[src/rtl/mqam_pkg.sv]
// Shared constants for the M-QAM modulator: mode encoding, bits-per-symbol lookup,
// Gray level values and scrambler LFSR parameters.
package mqam_pkg;

    localparam logic [1:0] MODE_QPSK  = 2'd0;
    localparam logic [1:0] MODE_16QAM = 2'd1;
    localparam logic [1:0] MODE_64QAM = 2'd2;

    localparam int MAX_BPS = 6;

    localparam logic signed [3:0] LVL_P1 = 4'sd1;
    localparam logic signed [3:0] LVL_M1 = -4'sd1;
    localparam logic signed [3:0] LVL_P3 = 4'sd3;
    localparam logic signed [3:0] LVL_M3 = -4'sd3;
    localparam logic signed [3:0] LVL_P5 = 4'sd5;
    localparam logic signed [3:0] LVL_M5 = -4'sd5;
    localparam logic signed [3:0] LVL_P7 = 4'sd7;
    localparam logic signed [3:0] LVL_M7 = -4'sd7;

    // x^7 + x^4 + 1: feedback taken from s[6] ^ s[3]
    localparam logic [6:0] LFSR_SEED  = 7'h7F;
    localparam int         LFSR_TAP_A = 6;
    localparam int         LFSR_TAP_B = 3;

    typedef enum logic {
        ST_COLLECT = 1'b0,
        ST_FULL    = 1'b1
    } collect_state_t;

    // Mode 3 is reserved and behaves as 16QAM.
    function automatic logic [2:0] bps_of(input logic [1:0] m);
        case (m)
            MODE_QPSK:  return 3'd2;
            MODE_64QAM: return 3'd6;
            default:    return 3'd4;
        endcase
    endfunction

endpackage

[src/rtl/mqam_gray_map.sv]
// Combinational Gray mapper: collected symbol bits (right-justified, first bit highest)
// to signed I/Q levels for the latched modulation mode.
module mqam_gray_map
    import mqam_pkg::*;
#(
    parameter int DATA_W = 4
) (
    input  logic [1:0]               mode,
    input  logic [MAX_BPS-1:0]       bits,
    output logic signed [DATA_W-1:0] lvl_i,
    output logic signed [DATA_W-1:0] lvl_q
);

    function automatic logic signed [3:0] gray1(input logic g);
        return g ? LVL_M1 : LVL_P1;
    endfunction

    function automatic logic signed [3:0] gray2(input logic [1:0] g);
        case (g)
            2'b00:   return LVL_M3;
            2'b01:   return LVL_M1;
            2'b11:   return LVL_P1;
            default: return LVL_P3;
        endcase
    endfunction

    function automatic logic signed [3:0] gray3(input logic [2:0] g);
        case (g)
            3'b000:  return LVL_M7;
            3'b001:  return LVL_M5;
            3'b011:  return LVL_M3;
            3'b010:  return LVL_M1;
            3'b110:  return LVL_P1;
            3'b111:  return LVL_P3;
            3'b101:  return LVL_P5;
            default: return LVL_P7;
        endcase
    endfunction

    logic signed [3:0] li;
    logic signed [3:0] lq;

    always_comb begin
        li = gray2(bits[3:2]);
        lq = gray2(bits[1:0]);
        case (mode)
            MODE_QPSK: begin
                li = gray1(bits[1]);
                lq = gray1(bits[0]);
            end
            MODE_64QAM: begin
                li = gray3(bits[5:3]);
                lq = gray3(bits[2:0]);
            end
            default: ;
        endcase
    end

    assign lvl_i = DATA_W'(li);
    assign lvl_q = DATA_W'(lq);

endmodule

[src/rtl/mqam_mod.sv]
// Run-time selectable QPSK/16QAM/64QAM modulator: bit collection, Gray mapping,
// zero-stuffed upsampling and carrier mixing. Define QAM_SCRAMBLER_EN to scramble input bits.
module mqam_mod
    import mqam_pkg::*;
#(
    parameter int DATA_W = 4,
    parameter int FLT_W  = 19,
    parameter int CAR_W  = 10,
    parameter int OSR    = 8
) (
    input  logic                          CLK,
    input  logic                          Rst,
    input  logic [1:0]                    mode,
    input  logic                          bit_in,
    input  logic                          bit_valid,
    output logic                          bit_ready,
    output logic signed [DATA_W-1:0]      up_i,
    output logic signed [DATA_W-1:0]      up_q,
    output logic                          sym_stb,
    output logic                          underrun,
    input  logic signed [FLT_W-1:0]       fi,
    input  logic signed [FLT_W-1:0]       fq,
    input  logic signed [CAR_W-1:0]       sin_in,
    input  logic signed [CAR_W-1:0]       cos_in,
    output logic signed [FLT_W+CAR_W-1:0] mult_i,
    output logic signed [FLT_W+CAR_W-1:0] mult_q,
    output logic signed [FLT_W+CAR_W:0]   dout
);

    localparam int               CNT_W    = (OSR > 1) ? $clog2(OSR) : 1;
    localparam logic [CNT_W-1:0] CNT_LAST = CNT_W'(OSR - 1);
    localparam int               MULT_W   = FLT_W + CAR_W;

    collect_state_t     state_reg, state_next;
    logic [MAX_BPS-1:0] sbuf_reg, sbuf_next;
    logic [2:0]         bcnt_reg, bcnt_next;
    logic [1:0]         mode_reg;
    logic [1:0]         mode_eff;
    logic [CNT_W-1:0]   cnt_reg;
    logic               boundary;
    logic               accept;
    logic               bit_data;
    logic signed [DATA_W-1:0] map_i, map_q;

    assign boundary  = (cnt_reg == CNT_LAST);
    assign bit_ready = (state_reg == ST_COLLECT);
    assign accept    = bit_valid && bit_ready;
    // The first bit of a symbol is sized by the live mode, which is latched on that same edge.
    assign mode_eff  = (bcnt_reg == 3'd0) ? mode : mode_reg;

`ifdef QAM_SCRAMBLER_EN
    logic [6:0] lfsr_reg;
    logic       lfsr_fb;

    assign lfsr_fb  = lfsr_reg[LFSR_TAP_A] ^ lfsr_reg[LFSR_TAP_B];
    assign bit_data = bit_in ^ lfsr_fb;

    always_ff @(posedge CLK or posedge Rst) begin
        if (Rst)
            lfsr_reg <= LFSR_SEED;
        else if (accept)
            lfsr_reg <= {lfsr_reg[5:0], lfsr_fb};
    end
`else
    assign bit_data = bit_in;
`endif

    always_comb begin
        state_next = state_reg;
        sbuf_next  = sbuf_reg;
        bcnt_next  = bcnt_reg;
        case (state_reg)
            ST_COLLECT: begin
                if (accept) begin
                    sbuf_next = {sbuf_reg[MAX_BPS-2:0], bit_data};
                    bcnt_next = bcnt_reg + 3'd1;
                    if (bcnt_reg + 3'd1 == bps_of(mode_eff))
                        state_next = ST_FULL;
                end
            end
            ST_FULL: begin
                if (boundary) begin
                    sbuf_next  = '0;
                    bcnt_next  = '0;
                    state_next = ST_COLLECT;
                end
            end
            default: state_next = ST_COLLECT;
        endcase
    end

    always_ff @(posedge CLK or posedge Rst) begin
        if (Rst) begin
            state_reg <= ST_COLLECT;
            sbuf_reg  <= '0;
            bcnt_reg  <= '0;
            mode_reg  <= MODE_QPSK;
            cnt_reg   <= '0;
        end else begin
            state_reg <= state_next;
            sbuf_reg  <= sbuf_next;
            bcnt_reg  <= bcnt_next;
            if (bcnt_reg == 3'd0)
                mode_reg <= mode;
            cnt_reg   <= boundary ? '0 : cnt_reg + CNT_W'(1);
        end
    end

    mqam_gray_map #(
        .DATA_W(DATA_W)
    ) u_gray_map (
        .mode  (mode_reg),
        .bits  (sbuf_reg),
        .lvl_i (map_i),
        .lvl_q (map_q)
    );

    // Zero-stuffed output: one non-zero sample per symbol period, else zero.
    always_ff @(posedge CLK or posedge Rst) begin
        if (Rst) begin
            up_i     <= '0;
            up_q     <= '0;
            sym_stb  <= 1'b0;
            underrun <= 1'b0;
        end else begin
            up_i     <= '0;
            up_q     <= '0;
            sym_stb  <= 1'b0;
            underrun <= 1'b0;
            if (boundary) begin
                if (state_reg == ST_FULL) begin
                    up_i    <= map_i;
                    up_q    <= map_q;
                    sym_stb <= 1'b1;
                end else begin
                    underrun <= 1'b1;
                end
            end
        end
    end

    always_ff @(posedge CLK or posedge Rst) begin
        if (Rst) begin
            mult_i <= '0;
            mult_q <= '0;
            dout   <= '0;
        end else begin
            mult_i <= fi * sin_in;
            mult_q <= fq * cos_in;
            dout   <= (MULT_W + 1)'(mult_i) + (MULT_W + 1)'(mult_q);
        end
    end

endmodule

[config.mk]
export PLATFORM = sky130hd
export DESIGN_NAME = mqam_mod
export DESIGN_NICKNAME = d
export VERILOG_FILES = /design/src/rtl/mqam_pkg.sv /design/src/rtl/mqam_gray_map.sv /design/src/rtl/mqam_mod.sv
export SDC_FILE = /design/constraint.sdc
export NUM_CORES = 1
export LEC_CHECK = 0
export ABC_AREA = 1
export BUFFER_PORTS_ARGS = -buffer_cell sky130_fd_sc_hd__buf_2
export CAP_MARGIN = 20
export CORE_MARGIN = 2
export CORE_UTILIZATION = 60
export DETAILED_ROUTE_END_ITERATION = 10
export PLACE_DENSITY = 0.82
export SYNTH_ARGS = -nofsm -noshare
export SYNTH_HDL_FRONTEND = slang
export SYNTH_SLANG_ARGS = --single-unit
[constraint.sdc]
create_clock -name CLK -period 6.3 [get_ports CLK]
set_input_delay 0.63 -clock CLK [delete_from_list [all_inputs] [get_ports CLK]]
set_output_delay 0.63 -clock CLK [all_outputs]
set_load 0.05 [all_outputs]
==> summary.txt <==
Yosys reg bits: 111
Grt ovf: 0
Cell count after synthesis: 2788
Root Driver: clkbuf_16
Rel. slew slack: 43.8%
Syn. warnings: 0
Min-Delay Path Class: in2async
Most frequent cells after synthesis: nand2_1 (820), inv_1 (783), fa_1 (327), ha_1 (173), nor2_1 (127)
# hold bufs at CTS: 0
Die width: 189 um
CTS Sinks: 111
Die area: 35700 sq um
Area leader, netlist: fa_1
Post-Route Skew: 0.0161 ns
Port bufs: 162
Worst Tran Pin Value: 0.844 ns
CTS Buffer Depth: 2
Yosys cell types: 34
Final ANT Viol Nets: 0
DRT iter0 DRCs: 1280
Initial antenna violation count: 2
I/O pin count: 163
RSZ-0062 raised after global routing: no
CTS tree: done
Sum Neg Setup Slack: 0 ns
Share of layout cells above drive strength 1: 7.92%
H-tree depth: 3
CP max stage delay: 0.51 ns
Num CTS Buffers: 9
Via count: 17700
Pre-CTS WS: 0.620 ns
Clock transition at the registers of the reported paths: 0.09 ns
Residual DRC: 0
Worst setup EP type: flip-flop
Most frequent CP cell: fa_1
Most used DFF post-synth: dfrtp_1
Top cells by area, synth: fa_1 (32%), nand2_1 (15%), inv_1 (14%)
Setup bufs post-CTS: 0
Sequential element share of the synthesized area: 13.5%
Ant. Diodes: 0
Peak Freq: 187 MHz
Total Nets Final: 3449
Avg Cell Area, Syn: 7.37 sq um
Post-CTS resize count: 0
Tot GR Track Use: 30.5%
Largest net degree at the start of global routing: 64
Post-Route WL: 52000 um
Final Cycle Share: 85.1%
WP data required: 6.59 ns
Synth-to-Final Area Change: 6.82%
Slack of the critical path: 0.940 ns
Post-synth net total: 3352
Crit-path max FO: 19
Asr flop ratio synth: 100%
Later-pin clock latency in the skew report: 0.37 ns
Regs by FF count: dout x30, mult_i x29, mult_q x29
Count leader, synth: nand2_1
Cells along the critical path: buf_2, clkinv_1, or2_2, fa_1, fa_1, inv_1, fa_1, fa_1, inv_1, fa_1, inv_1, ha_1, nand2_1, nor2_1, nand2_1, nand2_2, nand3_1, nand2_1, xor2_1
Final hold viol count: 0
CP arrival: 5.65 ns
Fill cell count: 2909
DIE HEIGHT: 189 um
Mapped Area: 20500 sq um
Vias in the first global route: 18200
Minimum clock period: 5.36 ns
Worst path slowest cell: or2_2
Post-synth EDFFs: 0
Crit path kind: in2reg
Status: completed
Setup crit start kind: input port
DR WL/cell: 15.6 um
Row count: 67
Max FFs per register: 30
Min Hold Slack: 0.321 ns
Share of the synthesized area in the top cell type: 31.9%
Vias/cell: 5.29
First-pass GRT wire length: 87900 um
Core area: 33600 sq um
Starting Density: 61.1%
Placer Congestion: 0.941
TritonRoute pass-1 iters: 6
Final-report setup violation count: 0
Largest Register: dout
Max-cap viol count: 0
Max-slew violations: 0
Half-perimeter wire length after placement: 44800 um
-- worst max-delay path, delay by kind of cell --
family | cells | cell delay (ns)
and+or+nand+nor | 7 | 1.42
adders and majority gates | 6 | 2.70
buffers and inverters | 5 | 0.72
xor gates and xnor gates | 1 | 0.17
-- per-stage QoR --
stage | instances | util (%) | instance area [sq um]
finish | 3338 | 65.3 | 21900
detailed placement | 3322 | 64.3 | 21600
global placement | 3322 | 64.3 | 21600
floorplan | 2788 | - | 20500
global route | 3338 | 65.3 | 21900
CTS | 3338 | 65.3 | 21900
-- worst paths after layout --
check                      startpoint    endpoint  slack [ns]  cells past startpoint
hold / removal                    Rst     dout[1]        0.32                      2
min in group CLK           cnt_reg[0]  cnt_reg[0]        0.43                      1
hold reg to reg            cnt_reg[0]  cnt_reg[0]        0.43                      1
max in group asynchronous         Rst   mult_q[9]        4.70                      3
setup / recovery            sin_in[9]  mult_i[19]        0.94                     19
setup reg to reg            mult_q[0]    dout[24]        4.06                     11
-- layer usage --
layer,global-route usage (%),routed length (um),vias up
met5,0,0,-
li1,-,-,8229
met2,51.3,24600,752
met1,41.6,21900,8549
met4,9.10,1520,0
met3,3.56,3980,122
-- cells in the final DEF (no fill, tap or decap), types with 33 or more instances in the layout --
cell type and count:
nand2_1 820, inv_1 782, fa_1 327, ha_1 173
buf_2 162, nor2_1 127, dfrtp_1 111, a21oi_1 75
nand3_1 71, xor2_1 46, nand4_1 35, o21ai_0 33
-- cell families (layout without fill, tap and decap cells) --
group / after synthesis / after routing / share of synthesized area, %
AND/OR/NAND/NOR: 1114 / 1114 / 22.1
buffers and inverters: 869 / 971 / 15.9
adder cells (fa/ha/maj): 500 / 500 / 42.4
AO/OA/AOI/OAI: 139 / 139 / 3.69
flip-flops: 111 / 111 / 13.5
XOR/XNOR: 55 / 55 / 2.35
-- final cells by class --
cell class              instances  area [sq um]  area share [%]
multi-input cells            1808         14500            66.0
repair buffers                165           833            3.80
clock buffers                   9           225            1.03
clock inverters                 7          83.8           0.382
well taps                     448           561            2.56
inverters                     790          2970            13.5
flip-flops and latches        111          2780            12.7
Power is not shown: default switching activity piles up to over one toggle a cycle in this logic, so the estimate is an artifact.
